==> config.mk <==
export PLATFORM = sky130hd
export DESIGN_NAME = mmm_final_reduce_flat
export DESIGN_NICKNAME = d
export VERILOG_FILES = /design/src/rtl/mmm_final_reduce_if.sv /design/src/rtl/mmm_final_reduce.sv /design/src/flat_wrapper.sv
export SDC_FILE = /design/constraint.sdc
export NUM_CORES = 1
export LEC_CHECK = 0
export BUFFER_PORTS_ARGS = -buffer_cell sky130_fd_sc_hd__clkbuf_2
export CORE_UTILIZATION = 55
export CTS_BUF_LIST = sky130_fd_sc_hd__clkbuf_16
export DETAILED_ROUTE_END_ITERATION = 10
export PLACE_DENSITY_LB_ADDON = 0.25
export SYNTH_ARGS = -nofsm -noshare
export SYNTH_HDL_FRONTEND = slang
export SYNTH_SLANG_ARGS = --single-unit
==> constraint.sdc <==
create_clock -name clk -period 5.22 [get_ports clk]
set_input_delay 0.783 -clock clk [delete_from_list [all_inputs] [get_ports clk]]
set_output_delay 0.783 -clock clk [all_outputs]
set_load 0.005 [all_outputs]
==> src/rtl/mmm_final_reduce_if.sv <==
// mmm_final_reduce_if: word stream in, reduced result out, plus modulus input
interface mmm_final_reduce_if #(parameter int dw = 6, parameter int w = 3);
  logic          s_valid;
  logic [w-1:0]  s_word;
  logic          s_ready;
  logic [dw-1:0] m;
  logic          r_valid;
  logic [dw-1:0] r_data;
  logic          r_ready;
  logic          ovf;
  modport master (output s_valid, s_word, m, r_ready, input s_ready, r_valid, r_data, ovf);
  modport slave  (input s_valid, s_word, m, r_ready, output s_ready, r_valid, r_data, ovf);
endinterface

==> src/rtl/mmm_final_reduce.sv <==
// mmm_final_reduce: collects S word-serially while computing S-M, then picks S or S-M
module mmm_final_reduce #(
    parameter int dw = 6,
    parameter int w  = 3
) (
    input logic clk,
    input logic rst,
    mmm_final_reduce_if.slave bus
);
    localparam int E  = dw / w + 1;
    localparam int ew = E * w;
    localparam int cw = $clog2(E);
    localparam int w1 = w + 1;
    typedef enum logic {COLLECT, OUT} state_t;
    state_t state, state_n;
    logic [cw-1:0] cnt;
    logic [ew-1:0] s_q, d_q, s_n, d_n, sel, m_ext;
    logic [dw-1:0] m_q, m_cur, r_data_q;
    logic borrow, acc, last, hs, ovf_q, ovf_n;
    logic [w:0] diff;
    assign bus.s_ready = state == COLLECT && !rst;
    assign bus.r_valid = state == OUT;
    assign bus.r_data  = r_data_q;
    assign bus.ovf     = ovf_q;
    always_comb begin
        acc   = bus.s_valid && bus.s_ready;
        last  = cnt == cw'(E - 1);
        hs    = bus.r_valid && bus.r_ready;
        // word 0 subtracts the live modulus; later words use the captured copy
        m_cur = cnt == '0 ? bus.m : m_q;
        m_ext = ew'(m_cur);
        diff  = {1'b0, bus.s_word} - {1'b0, m_ext[cnt*w +: w]} - w1'(cnt != '0 && borrow);
        s_n   = s_q;
        s_n[cnt*w +: w] = bus.s_word;
        d_n   = d_q;
        d_n[cnt*w +: w] = diff[w-1:0];
        sel   = diff[w] ? s_n : d_n;
        ovf_n = |sel[ew-1:dw] || sel[dw-1:0] >= m_cur;
        state_n = state == COLLECT ? (acc && last ? OUT : COLLECT) : (hs ? COLLECT : OUT);
    end
    always_ff @(posedge clk or posedge rst)
        if (rst) state <= COLLECT;
        else     state <= state_n;
    always_ff @(posedge clk or posedge rst) begin
        if (rst) begin
            cnt      <= '0;
            borrow   <= 1'b0;
            s_q      <= '0;
            d_q      <= '0;
            m_q      <= '0;
            r_data_q <= '0;
            ovf_q    <= 1'b0;
        end else begin
            if (acc) begin
                s_q    <= s_n;
                d_q    <= d_n;
                borrow <= diff[w];
                if (!last) cnt <= cnt + 1'b1;
                if (cnt == '0) m_q <= bus.m;
                if (last) begin
                    r_data_q <= sel[dw-1:0];
                    ovf_q    <= ovf_n;
                end
            end
            if (hs) begin
                cnt    <= '0;
                borrow <= 1'b0;
            end
        end
    end
endmodule

==> src/flat_wrapper.sv <==
// flat-port wrapper written by rule: the top's interface ports become plain ports
module mmm_final_reduce_flat 
#(
    parameter int dw = 6,
    parameter int w  = 3
)
  (clk, rst, bus_s_valid, bus_s_word, bus_m, bus_r_ready, bus_s_ready, bus_r_valid, bus_r_data, bus_ovf);
  mmm_final_reduce_if #(.dw(dw), .w(w)) bus_i ();
  input logic clk;
  input logic rst;
  input wire logic [$bits(bus_i.s_valid)-1:0] bus_s_valid;
  input wire logic [$bits(bus_i.s_word)-1:0] bus_s_word;
  input wire logic [$bits(bus_i.m)-1:0] bus_m;
  input wire logic [$bits(bus_i.r_ready)-1:0] bus_r_ready;
  output wire logic [$bits(bus_i.s_ready)-1:0] bus_s_ready;
  output wire logic [$bits(bus_i.r_valid)-1:0] bus_r_valid;
  output wire logic [$bits(bus_i.r_data)-1:0] bus_r_data;
  output wire logic [$bits(bus_i.ovf)-1:0] bus_ovf;
  assign bus_i.s_valid = bus_s_valid;
  assign bus_i.s_word = bus_s_word;
  assign bus_i.m = bus_m;
  assign bus_i.r_ready = bus_r_ready;
  assign bus_s_ready = bus_i.s_ready;
  assign bus_r_valid = bus_i.r_valid;
  assign bus_r_data = bus_i.r_data;
  assign bus_ovf = bus_i.ovf;
  mmm_final_reduce #(.dw(dw), .w(w)) u_core (.clk(clk), .rst(rst), .bus(bus_i));
endmodule
==> After elaboration in Yosys (flattened, before gate mapping) <==
Index checks and enable logic that the tools add are counted.
{ "classes": {"div_mod_pow": 0, "shifts": 4, "reduce_logical": 13, "eq_ne": 2, "mul": 1, "add_sub_neg": 4, "mux": 12, "bitwise": 1, "order_cmp": 1} }
{ "op_table": {"columns": ["operator", "n"], "rows": [
  ["3-bit by 34-bit indexed part select with 9-bit output", 2],
  ["4-bit negator with 34-bit output", 1],
  ["3-bit by 34-bit variable shift with 9-bit output, first input constant", 1],
  ["9-bit bitwise mux", 2],
  ["9-bit 2-to-1 mux", 1],
  ["9-bit by 5-bit indexed part select with 3-bit output", 1],
  ["6-bit greater-or-equal comparator", 1],
  ["2-bit 2-to-1 mux", 3],
  ["6-bit 2-to-1 mux", 1],
  ["1-bit logical AND", 5],
  ["1-bit 2-to-1 mux", 5],
  ["2-bit by 2-bit multiplier with 4-bit output, second input constant", 1],
  ["2-bit AND reduction", 2],
  ["2-bit nonzero test", 2],
  ["3-bit by 3-bit subtractor with 4-bit output", 1],
  ["4-bit by 1-bit subtractor with 4-bit output", 1],
  ["3-bit OR reduction", 1],
  ["2-bit by 1-bit adder with 2-bit output, second input constant", 1],
  ["2-bit equality test, second input constant", 1],
  ["2-bit logical NOT", 1],
  ["2-bit != test, second input constant", 1],
  ["1-bit logical NOT", 1],
  ["1-bit logical OR", 1],
  ["1-bit NOT", 1]
]} }
{ "totals": {"mem_count": 0, "latch_bits": 0, "regBits": 35, "output_inout_bits": 9, "ram_bits": 0, "mem_bits_ro": 0, "elab_cells": 46} }

==> Longest topological paths before layout <==
Gate-level depths: netlist of run 1.
{ "depth": {"depth_word": 10, "ltp_mapped": 22} }

==> Worst setup path after synthesis of run 1 <==
OpenSTA, ideal clock, no wires.
{ "synth_path": {"path_kind": "reg2reg", "startpoint": "register u_core.cnt[0]", "endpoint": "register u_core.ovf_q, in the netlist u_core.bus.ovf", "arrival_ns": 3.956, "stages_incl_launch_ff": 23, "required_time_ns": 5.090, "setup_time_ns": 0.130, "path_slack_ns": 1.134, "synth_period_minus_slack_ns": 4.086, "path_cell_list": "dfrtp_1 > buf_6 > inv_6 > ha_1 > buf_2 > mux2_2 > nor2_1 > a211oi_1 > fa_1 > inv_1 > ha_1 > o21ai_0 > a21boi_0 > or2_1 > buf_2 > a31oi_1 > and3_1 > ha_1 > nand2b_1 > nand3_1 > a21oi_1 > o21ai_0 > a31oi_1"} }
{ "synth_via": {"elab_chain_len": 10, "elab_cells_between_ends": 20, "classes_between": "add/sub (3); mul (1); order compare (1); eq/ne (1); shift (4); mux (4); reduce/logical (6)"} }
{ "synth_rtl": {"columns": ["item", "line", "text"], "rows": [
  ["from (decl)", "mmm_final_reduce.sv:16", "logic [cw-1:0] cnt;"],
  ["from (signal assigned)", "mmm_final_reduce.sv:58", "if (!last) cnt <= cnt + 1'b1;"],
  ["2-bit logical NOT (*)", "mmm_final_reduce.sv:30", "m_cur = cnt == '0 ? bus.m : m_q;"],
  ["6-bit 2-to-1 mux (*)", "mmm_final_reduce.sv:30", null],
  ["via u_core.m_cur[0]", "mmm_final_reduce.sv:18", "logic [dw-1:0] m_q, m_cur, r_data_q;"],
  ["9-bit by 5-bit indexed part select with 3-bit output", "mmm_final_reduce.sv:32", "diff = {1'b0, bus.s_word} - {1'b0, m_ext[cnt*w +: w]} - w1'(cnt != '0 && borrow);"],
  ["3-bit by 3-bit subtractor with 4-bit output", "mmm_final_reduce.sv:32", null],
  ["4-bit by 1-bit subtractor with 4-bit output", "mmm_final_reduce.sv:32", null],
  ["3-bit by 34-bit indexed part select with 9-bit output", "mmm_final_reduce.sv:36", "d_n[cnt*w +: w] = diff[w-1:0];"],
  ["9-bit bitwise mux", "mmm_final_reduce.sv:36", null],
  ["9-bit 2-to-1 mux", "mmm_final_reduce.sv:37", "sel = diff[w] ? s_n : d_n;"],
  ["6-bit greater-or-equal comparator or 3-bit OR reduction (tied branches)", "mmm_final_reduce.sv:38", "ovf_n = |sel[ew-1:dw] || sel[dw-1:0] >= m_cur;"],
  ["1-bit logical OR (*)", "mmm_final_reduce.sv:38", null],
  ["to (signal assigned)", "mmm_final_reduce.sv:62", "ovf_q <= ovf_n;"],
  ["to (decl)", "mmm_final_reduce.sv:19", "logic borrow, acc, last, hs, ovf_q, ovf_n;"]
]} }
Mark *: on every way through the listed nets, which the timed path passes. The rest lies on a longest branch.
A chain may end at the register's enable or synchronous reset.

==> Worst setup path after layout of run 1 <==
Ends and elaborated chain as after synthesis.

==> flow_summary.yaml, run 1 <==
cts:
  ctsRootBufferMaster: "sky130_fd_sc_hd__clkbuf_16"
  clkTransAtPathRegs_ps: 50
  cts_buffer_depth: 2
  post_cts.repair.setup_buffers: 0
  cts_made_buffers: 5
  worst_skew_pair.late_latency_ps: 280
  cts.hold.buffers_added: 0
  tritoncts: "done"
  numClockSinks: 35
  h_tree_levels: 2
  postCtsResizedCells: 0
power:
  cellPowerDensity_nw_per_um2: 682
  power.static_leakage_nw: 1.13
  ir_drop_mv: 0.360
sta:
  slew-limit-headroom_pct: 60.3
  setup_viol: 0
  drv_slew: 0
  final.setup.tns_ps: 0
  grt_setup_unrepaired: "no"
  actual_slew_at_the_worst_max_slew_pin_ps: 594
  final.setup_skew_ps: 5.93
  fin_crit_ps: 4770
  timing.fmax_mhz: 210
  fin_ws_ps: 448
  post-route-period-util_pct: 91.4
  timing_hold_violations_final: 0
outcome:
  outcome: "finished, final reports clean"
yosys:
  synth_seq_cells: 35
  synth.lib_cells_used.distinct: 47
  yosysTopAreaCellShare_pct: 41.3
  synth.area.top_cells: "sky130_fd_sc_hd__dfrtp_1, sky130_fd_sc_hd__ha_1, sky130_fd_sc_hd__nand2_1, sky130_fd_sc_hd__o21ai_0, sky130_fd_sc_hd__mux2i_1"
  synthesized_instance_count: 226
  mappedNetlistNets: 256
  netlist_area_um2: 2120
  synth.yosys.warnings: 0
  syn_avg_cell_area_um2: 9.38
  synth.yosys.seq_area_share_pct: 41.3
  synth-edff-count: 0
  synth.largest_area_cell: "sky130_fd_sc_hd__dfrtp_1"
  postSynth.topFlopCell: "sky130_fd_sc_hd__dfrtp_1"
  ys_async_sr_fraction_pct: 100
die:
  fp.dieArea_um2: 4110
  std_cell_rows: 22
  top_level_ports: 22
  initial_util_pct: 57.5
  core_area_um2: 3690
  die_height_um: 64.1
  die_width_um: 64.1
drt:
  drt-initial-drc-count: 118
  drt_wl_total_um: 4970
  vias_per_cell: 6.10
  drt-pass1-iter-count: 4
  route.detailed.wl_per_inst_um: 16.9
  antenna_violating_nets_left: 0
  drc: 0
  vias: 1792
cells_and_area:
  non_filler_cells_final: 294
  num-nets-final: 277
  area_delta_synth_final_pct: 12.5
  antenna_cells_inserted: 0
  postLayoutCoreUtil_pct: 64.7
  drive_above_1_share_pct: 15.9
setup_path:
  critical_path_arrival_ps: 4920
  worst_ep_required_time_ps: 5360
  path_class: "reg -> reg"
  critPathTopFamily: "adder cells"
  critical-path-max-stage-delay_ps: 550
  setup.worst_path.start_class: "register"
  critical_path_buffers_and_inverters: 2
  critPathCaptureType: "register"
  crit_slowest_cell: "sky130_fd_sc_hd__fa_1"
  timing.critical_path.cells: "inv_6 -> ha_1 -> mux2_2 -> nor2_1 -> a211oi_1 -> fa_1 -> inv_1 -> ha_1 -> o21ai_0 -> and3b_1 -> or2_1 -> a31oi_1 -> and3_1 -> ha_1 -> nand2b_1 -> nand3_1 -> a21oi_1 -> o21ai_0 -> a31oi_1"
  path_max_fanout: 14
  critical_path.most_common_cell: "sky130_fd_sc_hd__ha_1"
global_route:
  overflow: 0
  antenna_found_initial: 0
  grt_util_all_layers_pct: 27.3
  grt_pass1_vias: 1744
  grt_max_degree: 36
  global_route_wire_length_before_repair_um: 8270
worst_hold_path:
  min_path_type: "reg -> reg"
place:
  pre_cts_slack_ps: 507
  dp_hpwl_um: 3750
  place_inst: 288
  port_buffers: 21
  weighted_congestion_at_the_end_of_routability_driven_global_placement: 1.00
run:
  max_cap_viol_count: 0
## sequential cells by signal (all words and copies together), names as in the netlist
signal,cells
u_core.d_q,9
u_core.s_q,9
u_core.bus.r_data,6
u_core.m_q,6
u_core.cnt,2
u_core.borrow,1
u_core.bus.ovf,1
u_core.bus.r_valid,1
## per-stage QoR
step,power (mW),instance area [um^2],hold WS (ps)
6_report,1.63,2380,473
5_1_grt,1.76,2380,506
4_1_cts,1.62,2380,479
3_5_place_dp,1.35,2260,468
3_3_place_gp,1.34,2260,458
2_1_floorplan,1.10,2120,442
## worst min-delay path: cells and delay by family, from the launching register on
family | cells | cell delay, ps
AO/OA/AOI/OAI | 1 | 50
AND/OR/NAND/NOR | 1 | 50
flip-flops | 1 | 340
## layout by cell type, fill, tap and decap left out, types with 2 or more instances in the layout
cell type	n
sky130_fd_sc_hd__nor3_1	3
sky130_fd_sc_hd__inv_1	14
sky130_fd_sc_hd__buf_4	3
sky130_fd_sc_hd__nand3_1	7
sky130_fd_sc_hd__clkbuf_2	21
sky130_fd_sc_hd__a31oi_1	9
sky130_fd_sc_hd__xnor2_1	2
sky130_fd_sc_hd__ha_1	15
sky130_fd_sc_hd__mux2_2	2
sky130_fd_sc_hd__nor2_1	12
sky130_fd_sc_hd__o31ai_1	4
sky130_fd_sc_hd__fa_1	2
sky130_fd_sc_hd__nor4b_1	5
sky130_fd_sc_hd__and3_1	3
sky130_fd_sc_hd__nand2_1	34
sky130_fd_sc_hd__nand2b_1	2
sky130_fd_sc_hd__o311ai_0	2
sky130_fd_sc_hd__nor4_1	3
sky130_fd_sc_hd__nor2b_1	2
sky130_fd_sc_hd__clkbuf_16	5
sky130_fd_sc_hd__dfrtp_1	35
sky130_fd_sc_hd__o21ai_0	18
sky130_fd_sc_hd__mux2i_1	7
sky130_fd_sc_hd__a22o_1	7
sky130_fd_sc_hd__a211oi_1	3
sky130_fd_sc_hd__a21oi_1	5
sky130_fd_sc_hd__a41oi_1	2
## per-layer routing
layer | share of wire, % | vias up | GRT usage [%] | routed length, um
met5 | 0 | - | 0 | 0
met3 | 4.8 | 18 | 7.32 | 239
met2 | 47 | 62 | 43.4 | 2360
li1 | - | 860 | - | -
met1 | 45 | 852 | 34.2 | 2230
met4 | 2.9 | 0 | 13.6 | 146
## report_power, final
part / internal (mW) / switching, mW
logic: 0.353 / 0.543
clock network: 0.169 / 0.0950
registers: 0.386 / 0.0825
total: 0.907 / 0.720
## kinds of logic (layout without fill, tap and decap cells)
logic type                 after synthesis  count (layout)  synth area share (%)
buffers and inverters                   24              44                  5.14
adders and majority gates               17              17                  10.7
DFF                                     35              35                  41.3
muxes                                    9               9                  4.37
AOI/OAI and AO/OA                       56              56                  17.4
xor gates and xnor gates                 3               3                  1.24
and+or+nand+nor                         82              82                  19.8
## synth_stat cells, types with 3 or more instances
cell	number
sky130_fd_sc_hd__o21ai_0	18
sky130_fd_sc_hd__ha_1	15
sky130_fd_sc_hd__inv_1	13
sky130_fd_sc_hd__a211oi_1	3
sky130_fd_sc_hd__mux2i_1	7
sky130_fd_sc_hd__nor4_1	3
sky130_fd_sc_hd__clkbuf_1	3
sky130_fd_sc_hd__nand2_1	34
sky130_fd_sc_hd__and3_1	3
sky130_fd_sc_hd__nand3_1	7
sky130_fd_sc_hd__buf_2	5
sky130_fd_sc_hd__nor3_1	3
sky130_fd_sc_hd__a21oi_1	5
sky130_fd_sc_hd__dfrtp_1	35
sky130_fd_sc_hd__nor2_1	12
sky130_fd_sc_hd__o31ai_1	4
sky130_fd_sc_hd__nor4b_1	5
sky130_fd_sc_hd__a22o_1	7
sky130_fd_sc_hd__a31oi_1	9
## layout make-up
cell class	instances	area, um^2
Fill cell	330	1300
Multi-Input combinational cell	167	1130
Sequential cell	35	876
Timing Repair Buffer	24	128
Clock buffer	5	125
Tap cell	48	60.1
Inverter	14	57.6
Clock inverter	1	3.75
## final timing paths
| kind | start | end | slack [ps] | cells past startpoint |
|---|---|---|---|---|
| worst max-delay path | u_core.cnt[0] | u_core.bus.ovf | 450 | 19 |
| worst min-delay path | u_core.s_q[8] | u_core.s_q[8] | 470 | 2 |
| worst max register to register | u_core.cnt[0] | u_core.bus.ovf | 450 | 19 |
| worst min register to register | u_core.s_q[8] | u_core.s_q[8] | 470 | 2 |
| max in group asynchronous | rst | u_core.s_q[0] | 4310 | 3 |
| min in group asynchronous | rst | u_core.m_q[4] | 600 | 3 |
Power figures use the tool's default switching activity.
==> run 2, diff against run 1 <==
--- a/config.mk
+++ b/config.mk
@@ -6,7 +6,7 @@
 export NUM_CORES = 1
 export LEC_CHECK = 0
 export BUFFER_PORTS_ARGS = -buffer_cell sky130_fd_sc_hd__clkbuf_2
-export CORE_UTILIZATION = 55
+export CORE_UTILIZATION = 42
 export CTS_BUF_LIST = sky130_fd_sc_hd__clkbuf_16
 export DETAILED_ROUTE_END_ITERATION = 10
 export PLACE_DENSITY_LB_ADDON = 0.25
==> flow_summary.yaml, run 2 (synthesis gave the netlist of run 1 again) <==
drt:
  vias_per_cell: 5.51
  drt_wl_total_um: 5080
  vias: 1737
  drt-initial-drc-count: 67
  met2_wirelength_um: 2430
  drc: 0
  route.detailed.wl_per_inst_um: 16.1
  wl_met3_um: 180
  drt-pass1-iter-count: 4
  antenna_violating_nets_left: 0
  top_layer_used: "met4"
  wl_met1_um: 2350
cells_and_area:
  drive_above_1_share_pct: 16.5
  area_delta_synth_final_pct: 14.3
  layout_commonest_cell: "sky130_fd_sc_hd__dfrtp_1"
  nFillCells: 449
  antenna_cells_inserted: 0
  reg_top3: "u_core.d_q x9, u_core.s_q x9"
  layout.cells.most_common_list: "sky130_fd_sc_hd__dfrtp_1, sky130_fd_sc_hd__nand2_1, sky130_fd_sc_hd__clkbuf_2, sky130_fd_sc_hd__o21ai_0, sky130_fd_sc_hd__ha_1"
  num-nets-final: 279
  design_area_um2: 2420
cts:
  cts_buffer_depth: 2
  clkTransAtPathRegs_ps: 50
  worst_skew_pair.late_latency_ps: 280
  cts.hold.buffers_added: 0
  numClockSinks: 35
  cts_made_buffers: 5
  tritoncts: "done"
  h_tree_levels: 2
  ctsRootBufferMaster: "sky130_fd_sc_hd__clkbuf_16"
place:
  pre_cts_slack_ps: 258
  weighted_congestion_at_the_end_of_routability_driven_global_placement: 0.906
  detailed_place.area_um2: 2290
  port_buffers: 21
  dp_hpwl_um: 3930
setup_path:
  path_max_fanout: 14
  launching_instance_or_port_of_the_critical_path: "u_core.cnt[0]"
  critical_path_arrival_ps: 4940
  worst_ep_required_time_ps: 5360
  setup.reg_to_reg.worst_slack_ps: 420
  r2r.worst_path.cells: 18
  regToRegStartpoint: "u_core.cnt[0]"
  setup.worst_path.start_class: "register"
  critPathCaptureType: "register"
  path_class: "reg -> reg"
die:
  std_cell_rows: 25
  top_level_ports: 22
  die_width_um: 73.0
  core_area_um2: 4790
  fp.dieArea_um2: 5330
  initial_util_pct: 44.3
  die_height_um: 73.0
global_route:
  grt_max_degree: 36
  global_route_wire_length_before_repair_um: 8270
  grt_util_all_layers_pct: 21.5
  overflow: 0
  grt_pass1_vias: 1658
  antenna_found_initial: 0
power:
  cellPowerDensity_nw_per_um2: 681
  power.static_leakage_nw: 1.14
  ir_drop_mv: 0.345
  totalPowerFinal_mw: 1.65
sta:
  setup_viol: 0
  hold-worst-slack_ps: 481
  final.setup_skew_ps: 5.45
  fin_ws_ps: 421
  timing_hold_violations_final: 0
  actual_slew_at_the_worst_max_slew_pin_ps: 552
  timing.fmax_mhz: 208
  fin_crit_ps: 4800
  post-route-period-util_pct: 91.9
  grt_setup_unrepaired: "no"
  slew-limit-headroom_pct: 63.1
  final.setup.tns_ps: 0
  drv_slew: 0
run:
  max_cap_viol_count: 0
worst_hold_path:
  min_path_type: "reg -> reg"
  hold_path.startpoint: "u_core.s_q[8]"
  min_path_cells: 2
outcome:
  outcome: "finished, final reports clean"
## run 2: cell types whose count changed in the layout (fill, tap and decap cells not counted)
cell	before	now
sky130_fd_sc_hd__a21boi_1	0	1
sky130_fd_sc_hd__buf_4	3	5
sky130_fd_sc_hd__a21boi_0	1	0
## run 2: worst max-delay path: stages (launching register included)
cell and delay [ps]:
sky130_fd_sc_hd__dfrtp_1 510, sky130_fd_sc_hd__inv_6 150, sky130_fd_sc_hd__ha_1 520, sky130_fd_sc_hd__mux2_2 310
sky130_fd_sc_hd__nor2_1 50, sky130_fd_sc_hd__a211oi_1 290, sky130_fd_sc_hd__fa_1 480, sky130_fd_sc_hd__inv_1 70
sky130_fd_sc_hd__ha_1 120, sky130_fd_sc_hd__o21ai_0 90, sky130_fd_sc_hd__a21boi_1 480, sky130_fd_sc_hd__or2_1 380
sky130_fd_sc_hd__a211oi_1 180, sky130_fd_sc_hd__or2_2 320, sky130_fd_sc_hd__ha_1 310, sky130_fd_sc_hd__nand2_1 70
sky130_fd_sc_hd__a21oi_1 40, sky130_fd_sc_hd__o21ai_0 180, sky130_fd_sc_hd__a31oi_1 100
## run 2: routing by layer
layer | vias up | GRT usage (%)
met3 | 11 | 4.97
li1 | 860 | -
met5 | - | 0
met2 | 42 | 35.4
met4 | 0 | 7.84
met1 | 824 | 27.5
## run 2: per-stage QoR
| stage | util [%] | cells |
|---|---|---|
| final | 50.6 | 315 |
| after detailed placement | 47.9 | 309 |
| after CTS | 50.6 | 315 |
| after global placement | 47.9 | 309 |
| after global routing | 50.6 | 315 |
| after floorplan | - | 226 |
## run 2: report_power, final
part / leakage, nW / switching (mW) / internal (mW) / total, mW
Combinational: 0.616 / 0.542 / 0.370 / 0.912
Sequential: 0.459 / 0.0834 / 0.385 / 0.469
Clock: 0.0669 / 0.0996 / 0.169 / 0.269
Total: 1.14 / 0.725 / 0.924 / 1.65
## run 2: layout make-up
| cell class | count | area [um^2] | area share (%) |
|---|---|---|---|
| Timing Repair Buffer | 26 | 143 | 5.89 |
| Multi-Input combinational cell | 167 | 1130 | 46.8 |
| Sequential cell | 35 | 876 | 36.1 |
| Tap cell | 67 | 83.8 | 3.46 |
| Clock inverter | 1 | 3.75 | 0.155 |
| Clock buffer | 5 | 125 | 5.16 |
| Inverter | 14 | 57.6 | 2.37 |
## run 2: worst paths after layout
path                                       to
setup / recovery               u_core.bus.ovf
setup reg to reg               u_core.bus.ovf
max in group asynchronous       u_core.s_q[1]
min in group asynchronous  u_core.bus.r_valid
hold reg to reg                 u_core.s_q[8]
hold / removal                  u_core.s_q[8]
## run 2: timing repair
action | in CTS | in global routing
resized for setup | 0 | 1
setup buffers | 0 | 0
endpoints found under the setup margin | 0 | 1
hold endpoints to repair | 0 | 0
